`config.mk`:
```
export PLATFORM = sky130hd
export DESIGN_NAME = ssd_multichannel_scan
export DESIGN_NICKNAME = d
export VERILOG_FILES = /design/src/rtl/ssd_multichannel_scan.sv
export SDC_FILE = /design/constraint.sdc
export NUM_CORES = 1
export LEC_CHECK = 0
export CAP_MARGIN = 10
export CORE_MARGIN = 2
export CORE_UTILIZATION = 40
export CTS_CLUSTER_SIZE = 12
export DETAILED_ROUTE_END_ITERATION = 7
export RECOVER_POWER = 25
export SLEW_MARGIN = 5
export SYNTH_ARGS = -nofsm -noshare
export SYNTH_HDL_FRONTEND = slang
export SYNTH_SLANG_ARGS = --single-unit
```
`constraint.sdc`:
```
create_clock -name clk -period 2.9 [get_ports clk]
set_input_delay 0.87 -clock clk [delete_from_list [all_inputs] [get_ports clk]]
set_output_delay 0.87 -clock clk [all_outputs]
set_load 0.1 [all_outputs]
```
`src/rtl/ssd_multichannel_scan.sv`:
```
// rtl/ssd_multichannel_scan.sv - multi-channel binary-to-BCD seven-segment scan driver
// Round-robin double-dabble conversion feeds per-channel display registers that a refresh scan shows.
module ssd_multichannel_scan #(
  parameter int NUM_CH        = 2,
  parameter int DIGITS_PER_CH = 4,
  parameter int BIN_W         = 16,
  parameter int REFRESH_BITS  = 17
) (
  input  logic                            clk,
  input  logic                            reset_n,
  input  logic [NUM_CH*BIN_W-1:0]         value_in,
  input  logic                            blank_lz,
  input  logic                            enable,
  output logic [NUM_CH*DIGITS_PER_CH-1:0] anode,
  output logic [6:0]                      ssdOut,
  output logic [NUM_CH-1:0]               overflow,
  output logic                            conv_busy
);

  localparam int TOTAL = NUM_CH * DIGITS_PER_CH;
  localparam int BCD_W = 4 * DIGITS_PER_CH;
  localparam int DIG_W = (TOTAL > 1) ? $clog2(TOTAL) : 1;
  localparam int PTR_W = (NUM_CH > 1) ? $clog2(NUM_CH) : 1;
  localparam int CNT_W = $clog2(BIN_W + 1);

  function automatic logic [63:0] pow10(input int n);
    logic [63:0] r;
    r = 64'd1;
    for (int i = 0; i < n; i++) r = r * 64'd10;
    return r;
  endfunction

  localparam logic [63:0]      LIMIT   = pow10(DIGITS_PER_CH);
  // Overflow detection only exists when the input can actually exceed the digit range.
  localparam bit               OVF_EN  = (BIN_W >= 64) || ((64'd1 << BIN_W) > LIMIT);
  localparam logic [BIN_W-1:0] LIMIT_B = BIN_W'(LIMIT);

  localparam logic [6:0] SEG_DASH  = 7'b1111110;
  localparam logic [6:0] SEG_BLANK = 7'h7F;

  function automatic logic [6:0] seg_decode(input logic [3:0] n);
    case (n)
      4'd0:    return 7'b0000001;
      4'd1:    return 7'b1001111;
      4'd2:    return 7'b0010010;
      4'd3:    return 7'b0000110;
      4'd4:    return 7'b1001100;
      4'd5:    return 7'b0100100;
      4'd6:    return 7'b0100000;
      4'd7:    return 7'b0001111;
      4'd8:    return 7'b0000000;
      4'd9:    return 7'b0000100;
      default: return SEG_BLANK;
    endcase
  endfunction

  typedef enum logic [1:0] {IDLE, LOAD, SHIFT, STORE} state_t;

  state_t                       state_q, state_d;
  logic [PTR_W-1:0]             ptr_q, ptr_d;
  logic [BIN_W-1:0]             bin_q, bin_d;
  logic [BCD_W-1:0]             bcd_q, bcd_d;
  logic [CNT_W-1:0]             cnt_q, cnt_d;
  logic                         ovf_q, ovf_d;
  logic [NUM_CH-1:0][BCD_W-1:0] disp_q, disp_d;
  logic [NUM_CH-1:0]            ovfl_q, ovfl_d;
  logic [REFRESH_BITS-1:0]      refresh_q, refresh_d;
  logic [DIG_W-1:0]             digit_q, digit_d;
  logic [TOTAL-1:0]             anode_q, anode_d;
  logic [6:0]                   seg_q, seg_d;

  logic [BIN_W-1:0] val_sel;
  logic [BCD_W-1:0] bcd_adj;
  logic [BCD_W-1:0] sel_bcd;
  logic             sel_ovf;
  logic [3:0]       nib;
  logic             upper_zero;
  logic [6:0]       seg_sel;
  int               ch_i;
  int               pos_i;

  always_comb begin
    state_d = state_q;
    ptr_d   = ptr_q;
    bin_d   = bin_q;
    bcd_d   = bcd_q;
    cnt_d   = cnt_q;
    ovf_d   = ovf_q;
    disp_d  = disp_q;
    ovfl_d  = ovfl_q;
    val_sel = '0;
    for (int c = 0; c < NUM_CH; c++)
      if (PTR_W'(c) == ptr_q) val_sel = value_in[c*BIN_W +: BIN_W];
    bcd_adj = bcd_q;
    for (int j = 0; j < DIGITS_PER_CH; j++)
      if (bcd_q[j*4 +: 4] >= 4'd5) bcd_adj[j*4 +: 4] = bcd_q[j*4 +: 4] + 4'd3;
    case (state_q)
      IDLE: state_d = LOAD;
      LOAD: begin
        bin_d   = val_sel;
        ovf_d   = OVF_EN && (val_sel >= LIMIT_B);
        bcd_d   = '0;
        cnt_d   = '0;
        state_d = SHIFT;
      end
      SHIFT: begin
        {bcd_d, bin_d} = {bcd_adj, bin_q} << 1;
        cnt_d          = cnt_q + CNT_W'(1);
        if (cnt_q == CNT_W'(BIN_W - 1)) state_d = STORE;
      end
      STORE: begin
        for (int c = 0; c < NUM_CH; c++)
          if (PTR_W'(c) == ptr_q) begin
            disp_d[c] = bcd_q;
            ovfl_d[c] = ovf_q;
          end
        ptr_d   = (ptr_q == PTR_W'(NUM_CH - 1)) ? '0 : ptr_q + PTR_W'(1);
        state_d = LOAD;
      end
      default: state_d = IDLE;
    endcase
  end

  always_comb begin
    refresh_d = refresh_q + REFRESH_BITS'(1);
    digit_d   = digit_q;
    if (&refresh_q) digit_d = (digit_q == DIG_W'(TOTAL - 1)) ? '0 : digit_q + DIG_W'(1);
    ch_i    = int'(digit_q) / DIGITS_PER_CH;
    pos_i   = int'(digit_q) % DIGITS_PER_CH;
    sel_bcd = '0;
    sel_ovf = 1'b0;
    for (int c = 0; c < NUM_CH; c++)
      if (c == ch_i) begin
        sel_bcd = disp_q[c];
        sel_ovf = ovfl_q[c];
      end
    nib        = '0;
    upper_zero = 1'b1;
    for (int j = 0; j < DIGITS_PER_CH; j++) begin
      if (j == pos_i) nib = sel_bcd[j*4 +: 4];
      if (j >= pos_i && sel_bcd[j*4 +: 4] != 4'd0) upper_zero = 1'b0;
    end
    if (sel_ovf)                                 seg_sel = SEG_DASH;
    else if (blank_lz && pos_i != 0 && upper_zero) seg_sel = SEG_BLANK;
    else                                         seg_sel = seg_decode(nib);
    anode_d = '1;
    seg_d   = SEG_BLANK;
    if (enable) begin
      for (int d = 0; d < TOTAL; d++)
        if (d == int'(digit_q)) anode_d[d] = 1'b0;
      seg_d = seg_sel;
    end
  end

  always_ff @(posedge clk) begin
    if (!reset_n) begin
      state_q   <= IDLE;
      ptr_q     <= '0;
      bin_q     <= '0;
      bcd_q     <= '0;
      cnt_q     <= '0;
      ovf_q     <= 1'b0;
      disp_q    <= '0;
      ovfl_q    <= '0;
      refresh_q <= '0;
      digit_q   <= '0;
      anode_q   <= '1;
      seg_q     <= SEG_BLANK;
    end else begin
      state_q   <= state_d;
      ptr_q     <= ptr_d;
      bin_q     <= bin_d;
      bcd_q     <= bcd_d;
      cnt_q     <= cnt_d;
      ovf_q     <= ovf_d;
      disp_q    <= disp_d;
      ovfl_q    <= ovfl_d;
      refresh_q <= refresh_d;
      digit_q   <= digit_d;
      anode_q   <= anode_d;
      seg_q     <= seg_d;
    end
  end

  assign anode     = anode_q;
  assign ssdOut    = seg_q;
  assign overflow  = ovfl_q;
  assign conv_busy = (state_q != IDLE);

endmodule

```
# --- Word level (Yosys, flattened, before mapping) ---
# Memory sizes are Yosys's and may differ from the RTL's.
# Cells that the tools add are included.
totals:
  regBits: 110
  rom_bits: 112
  inputBits: 36
  elab_cells: 109
  mem_count: 1
op_classes:
  addsub: 8
  order_cmp: 9
  n_eq_ne: 16
  mux: 34
  n_bitwise: 3
  reduce_logical: 23
mem_list:
  columns: ["name", "words", "width", "read_ports", "rd_clocked_by_memory_dff", "write_ports", "line", "source"]
  rows:
  - ["(name not given)", 16, 7, 1, 0, 0, "42", "case (n)"]
ops:
  columns: ["operator", "n"]
  rows:
  - ["$logic_not 32->1", 2]
  - ["$pmux 16 s2", 2]
  - ["$mux 16", 3]
  - ["$reduce_bool 32->1", 1]
  - ["$mux 4", 7]
  - ["$add 17x1->17 const B", 1]
  - ["$mux 1", 17]
  - ["$reduce_and 17->1", 1]
  - ["$ge 16x14->1 const B", 1]
  - ["$ge 4x3->1 const B", 4]
  - ["$reduce_bool 4->1", 4]
  - ["$add 4x2->4 const B", 3]
  - ["$eq 3x3->1 const A", 4]
  - ["$pmux 5 s2", 1]
  - ["$eq 2x3->1 const A", 2]
  - ["$logic_and 1x1->1", 6]
  - ["$mux 3", 2]
  - ["$pmux 2 s3", 1]
  - ["$reduce_and 2->1", 3]
  - ["$add 5x1->5 const B", 1]
  - ["$eq 5x4->1 const B", 1]
  - ["$eq 2x2->1 const A", 2]
  - ["$eq 2x2->1 const B", 2]
  - ["$ge 1x2->1 const A", 2]
  - ["other kinds (16)", 20]

# --- Longest topological paths before layout ---
logic_depth:
  depth_word: 12
  ltp_mapped: 11

# --- Worst setup path before layout ---
# Ideal clock, no wire load.
synth_timing:
  path_type: "register -> register"
  startpoint: "reg digit_q[1]"
  endpoint: "reg seg_q[6], in the netlist ssdOut[6]"
  setup_ns: 0.137
  arrival_ns: 2.392
  path_slack_ns: 0.371
  path_stages_with_launch: 12
  path_cell_list: "dfxtp_1 -> inv_1 -> ha_1 -> clkbuf_2 -> or3b_2 -> o22ai_1 -> o31a_2 -> inv_1 -> ha_1 -> or3_2 -> a21oi_1 -> o21ai_0"
synth_between:
  elab_chain_len: 8
synth_lines:
  columns: ["element", "line", "source"]
  rows:
  - ["start, declared", "68", "logic [DIG_W-1:0] digit_q, digit_d;"]
  - ["start signal, assigned", "179", "digit_q <= digit_d;"]
  - ["parallel branches: the longest is 8 deep, another holds $mem_v2 16x7", null, null]
  - ["end signal, assigned", "181", "seg_q <= seg_d;"]
  - ["end, declared", "70", "logic [6:0] seg_q, seg_d;"]
# Parallel ways; which one is timed is not known.
# A chain may end at the register's enable or synchronous reset.

# --- Final worst setup path ---
layout_timing:
  startpoint: "reg digit_q[0]"
  endpoint: "reg seg_q[3], in the netlist ssdOut[3]"
# The elaborated chain is that of the path after synthesis.

==> results.md <==
- The total inserted antenna cells is 0.
- Fill cells in the final layout number 1382.
- The worst setup path is captured at a flip-flop.
- The routed layout has 4340 vias.
- Entering global routing, the biggest net connects 98 pins.
- The run finished, with violations left.
- STA classifies the critical path startpoint as a flip-flop.
- For the worst setup path, the data arrival time is 2910 ps.
- The global-route met1 utilization is 20.9%.
- The clock-pin slew on the worst setup and hold paths is 70 ps.
- Of the cells placed in the final design, the portion with a size suffix greater than 1 is 10.3%.
- The number of nets in the layout is 727.
- The H-tree level count is 3.
- The quantity of hold-fixing buffers added after cts is 0.
- At the later pin of the worst-skew pair, clock insertion delay measures 360 ps.
- The post-route minimum period is 2680 ps.
- Summed over all cells, the static leakage comes to 2.36 nW.
- The first global-routing pass estimated 19.6 mm of wire.
- Walking the worst path, the cells encountered are inv_1 > ha_1 > or2_2 > a221oi_1 > a221o_1 > ha_1 > or3_2 > a21oi_1 > o21ai_0.
- Leaving out fill and tap cells, the most frequent cell in the layout is dfxtp_1.
- The worst pin sits at a relative slew slack of -1.80%.
- After detailed routing, the average wire length per cell comes to 13.7 um.
- For this configuration, the core starts out at a cell density of 40.6%.
- After detailed routing, the number of vias per cell comes to 5.12.
- Synthesis produced a netlist with a net count of 685.
- TritonCTS built the clock tree.
- The number of placed cells counting well taps is 831.
- The final layout contains routed wiring with a total length of 11.6 mm.
- The number of endpoints with negative hold slack in the final report is 0.
- The sequential cells in the finished layout cover a total of 2200 um^2.
- The design draws 4.09 mW.
- The tool flagged a number of max-cap violations equal to 1.
- The worst setup path is of the reg -> reg kind.
- The min-delay analysis places its worst path in the category reg -> reg.
- The overflow left after global routing is 0.
- IR analysis of the VDD net gives a maximum drop of 0.326 mV.
- The area used by multi-input combinational logic is 3130 um^2.
- The number of synthesized flops with an enable pin is 0.
- The number of standard cells in the layout, taps in and fillers out is 848.
- The DRC violations left is 0.
- The critical path required time is 3120 ps.
- The die is 122 um tall.
- The maximum frequency from static timing analysis is 373 MHz.
- Dividing the final minimum period by the clock period gives 92.5%.
- The number of search-and-repair iterations in the first detailed-routing pass is 4.
- In this design, the stage delay of the slowest critical-path cell is 480 ps.
- In this run, synthesis produced a sequential element count of 110.
- Summing all placed instances gives a cell area of 6200 um^2.
- The area added between synthesis and finish is 16.8%.
- The most used routing layer is met2.
- In the layout the commonest cells are 109 x dfxtp_1, 108 x nand2_1, 47 x mux2i_1.
- The area of the mapped netlist is 5570 um^2.
- The number of buffers added on ports is 53.
- The final max-slew violation count is 98.
- The worst setup skew after layout is 5.16 ps.
- Global routing consumed, on the met2 layer, 27.2% of the routing resources.
- The proportion of synthesized flip-flops having asynchronous set or reset is 0%.
- The buffer depth of the longest clock path is 2.
- For this run, the number of Yosys warnings is 0.
- The core area is 13700 um^2.
- The area of all placed cells without fillers is 6510 um^2.
- The antenna violation net count after detailed routing is 0.
- Pin placement for this block handled 54 I/O pins.
- Summed over all nets, the half-perimeter wirelength after detailed placement is 8.19 mm.
- A synthesized cell averages 8.97 um^2.
- The clock sink count is 110.
- Setup violations remaining at the end of the flow were counted as 0.
- The placer's final routability congestion estimate is 0.825.
- The number of placement rows is 43.
- The met3 demand-to-capacity share in global routing is 2.57%.
- Summing the sequential cell areas from Yosys gives 39.5% of the chip area.
- In this run the horizontal extent of the chip is 122 um.
- Setup repair after global routing left no endpoint under its margin.
- The checks that failed: max-capacitance violations, max-slew violations.
- The critical path's most frequent cell is ha_1.
- In this run, distinct cell masters in the synthesized netlist total 61.
- Clock tree synthesis selected as its root buffer the cell clkbuf_16.
- The number of buffers inserted during clock tree synthesis is 9.
- The DRC marker count from the first detailed-route iteration is 186.
- In this run the power density over the cells is 628 nW/um^2.
- The via count of the first global-routing pass is 4120.
- For the pin with the worst max-slew slack, the measured transition is 1530 ps.
- The global-route total usage across every layer is 16.4%.
- The initial antenna violation count is 0.
- The most used flip-flop cell after synthesis is dfxtp_1.
- The die covers 14900 um^2.
- The highest-delay cell along the critical path is or3_2.
- After technology mapping, the gate count stands at 621.
- In the final timing run, aggregate negative setup slack is 0 ps.
- Along the worst path, the maximum fanout reaches 6.
[synthesized netlist by cell type (all sizes together), types with 5 or more instances]
cell | count | share of area (%)
ha | 28 | 6.3
dfxtp | 110 | 40
mux2i | 47 | 8.4
o31ai | 7 | 1.0
buf | 6 | 0.88
and2 | 28 | 3.1
nand2b | 7 | 0.79
nor2 | 6 | 0.40
a21oi | 15 | 1.3
xnor2 | 11 | 1.7
nor3 | 7 | 0.72
or3 | 7 | 0.85
nand2 | 108 | 7.3
o22ai | 7 | 0.79
nand3 | 12 | 1.1
and3 | 5 | 0.65
inv | 22 | 1.5
o21ai | 29 | 2.6
nor4 | 8 | 0.90
nor2b | 30 | 3.4
mux2 | 9 | 1.9
clkbuf | 27 | 2.0
a21boi | 39 | 5.3
[cell families (layout without fill, tap and decap cells)]
group,Yosys count,after routing,synth area share (%)
simple gates,230,230,20.8
compound gates,127,127,16.3
flops,110,110,39.5
mux,56,56,10.3
buf+inv,55,102,4.38
fa+ha+maj,28,28,6.29
xor+xnor,15,15,2.36
[timing repair]
item | 4_1_cts | 5_1_grt
setup endpoints to repair | 0 | 2
gates resized for setup | 0 | 1
buffers inserted | 0 | 1
endpoints found under the hold margin | 0 | 0
[flip-flops by register name, indices dropped and copies added, names as in the netlist]
| signal | count |
|---|---|
| ovf_q | 1 |
| bcd_q | 16 |
| state_q | 2 |
| overflow | 2 |
| disp_q | 32 |
| cnt_q | 5 |
| digit_q | 3 |
| ptr_q | 1 |
| ssdOut | 7 |
| bin_q | 16 |
| anode | 8 |
| refresh_q | 17 |
[layer usage]
metal | vias to the layer above | wire (um)
met4 | 0 | 228
met5 | - | 0
met1 | 2012 | 5510
met2 | 82 | 5350
met3 | 17 | 497
li1 | 2229 | -
[critical path: cells and delay by family, from the launching register on]
family,cells,cell delay [ps]
adders and majority gates,2,520
buffers and inverters,1,80
DFF,1,380
and+or+nand+nor,2,840
AOI/OAI and AO/OA,4,720
[final cells by class]
cell class	instances	share of cell area, %
clock buffers	12	3.94
clock inverters	4	0.846
inverters	22	1.27
multi-input cells	456	48.0
flip-flops and latches	110	33.9
well taps	180	3.46
repair buffers	64	8.59
[worst paths after layout]
check,from,end,slack [ps],cells past startpoint
setup / recovery,digit_q[0],ssdOut[3],220,9
hold / removal,refresh_q[0],refresh_q[0],450,1
setup reg to reg,digit_q[0],ssdOut[3],220,9
hold reg to reg,refresh_q[0],refresh_q[0],450,1
[where the power goes]
| part | switching, mW | internal, mW |
|---|---|---|
| clock | 0.565 | 0.721 |
| combinational | 0.682 | 0.412 |
| sequential | 0.0730 | 1.64 |
| total | 1.32 | 2.77 |
[stage by stage]
step	setup WS, ps	util (%)	hold slack, ps
floorplan	371	-	421
global placement	208	45.2	430
detailed placement	103	45.2	441
CTS	90.9	47.5	451
global route	18.6	47.4	504
finish	217	47.4	447
Power figures use the tool's default switching activity.
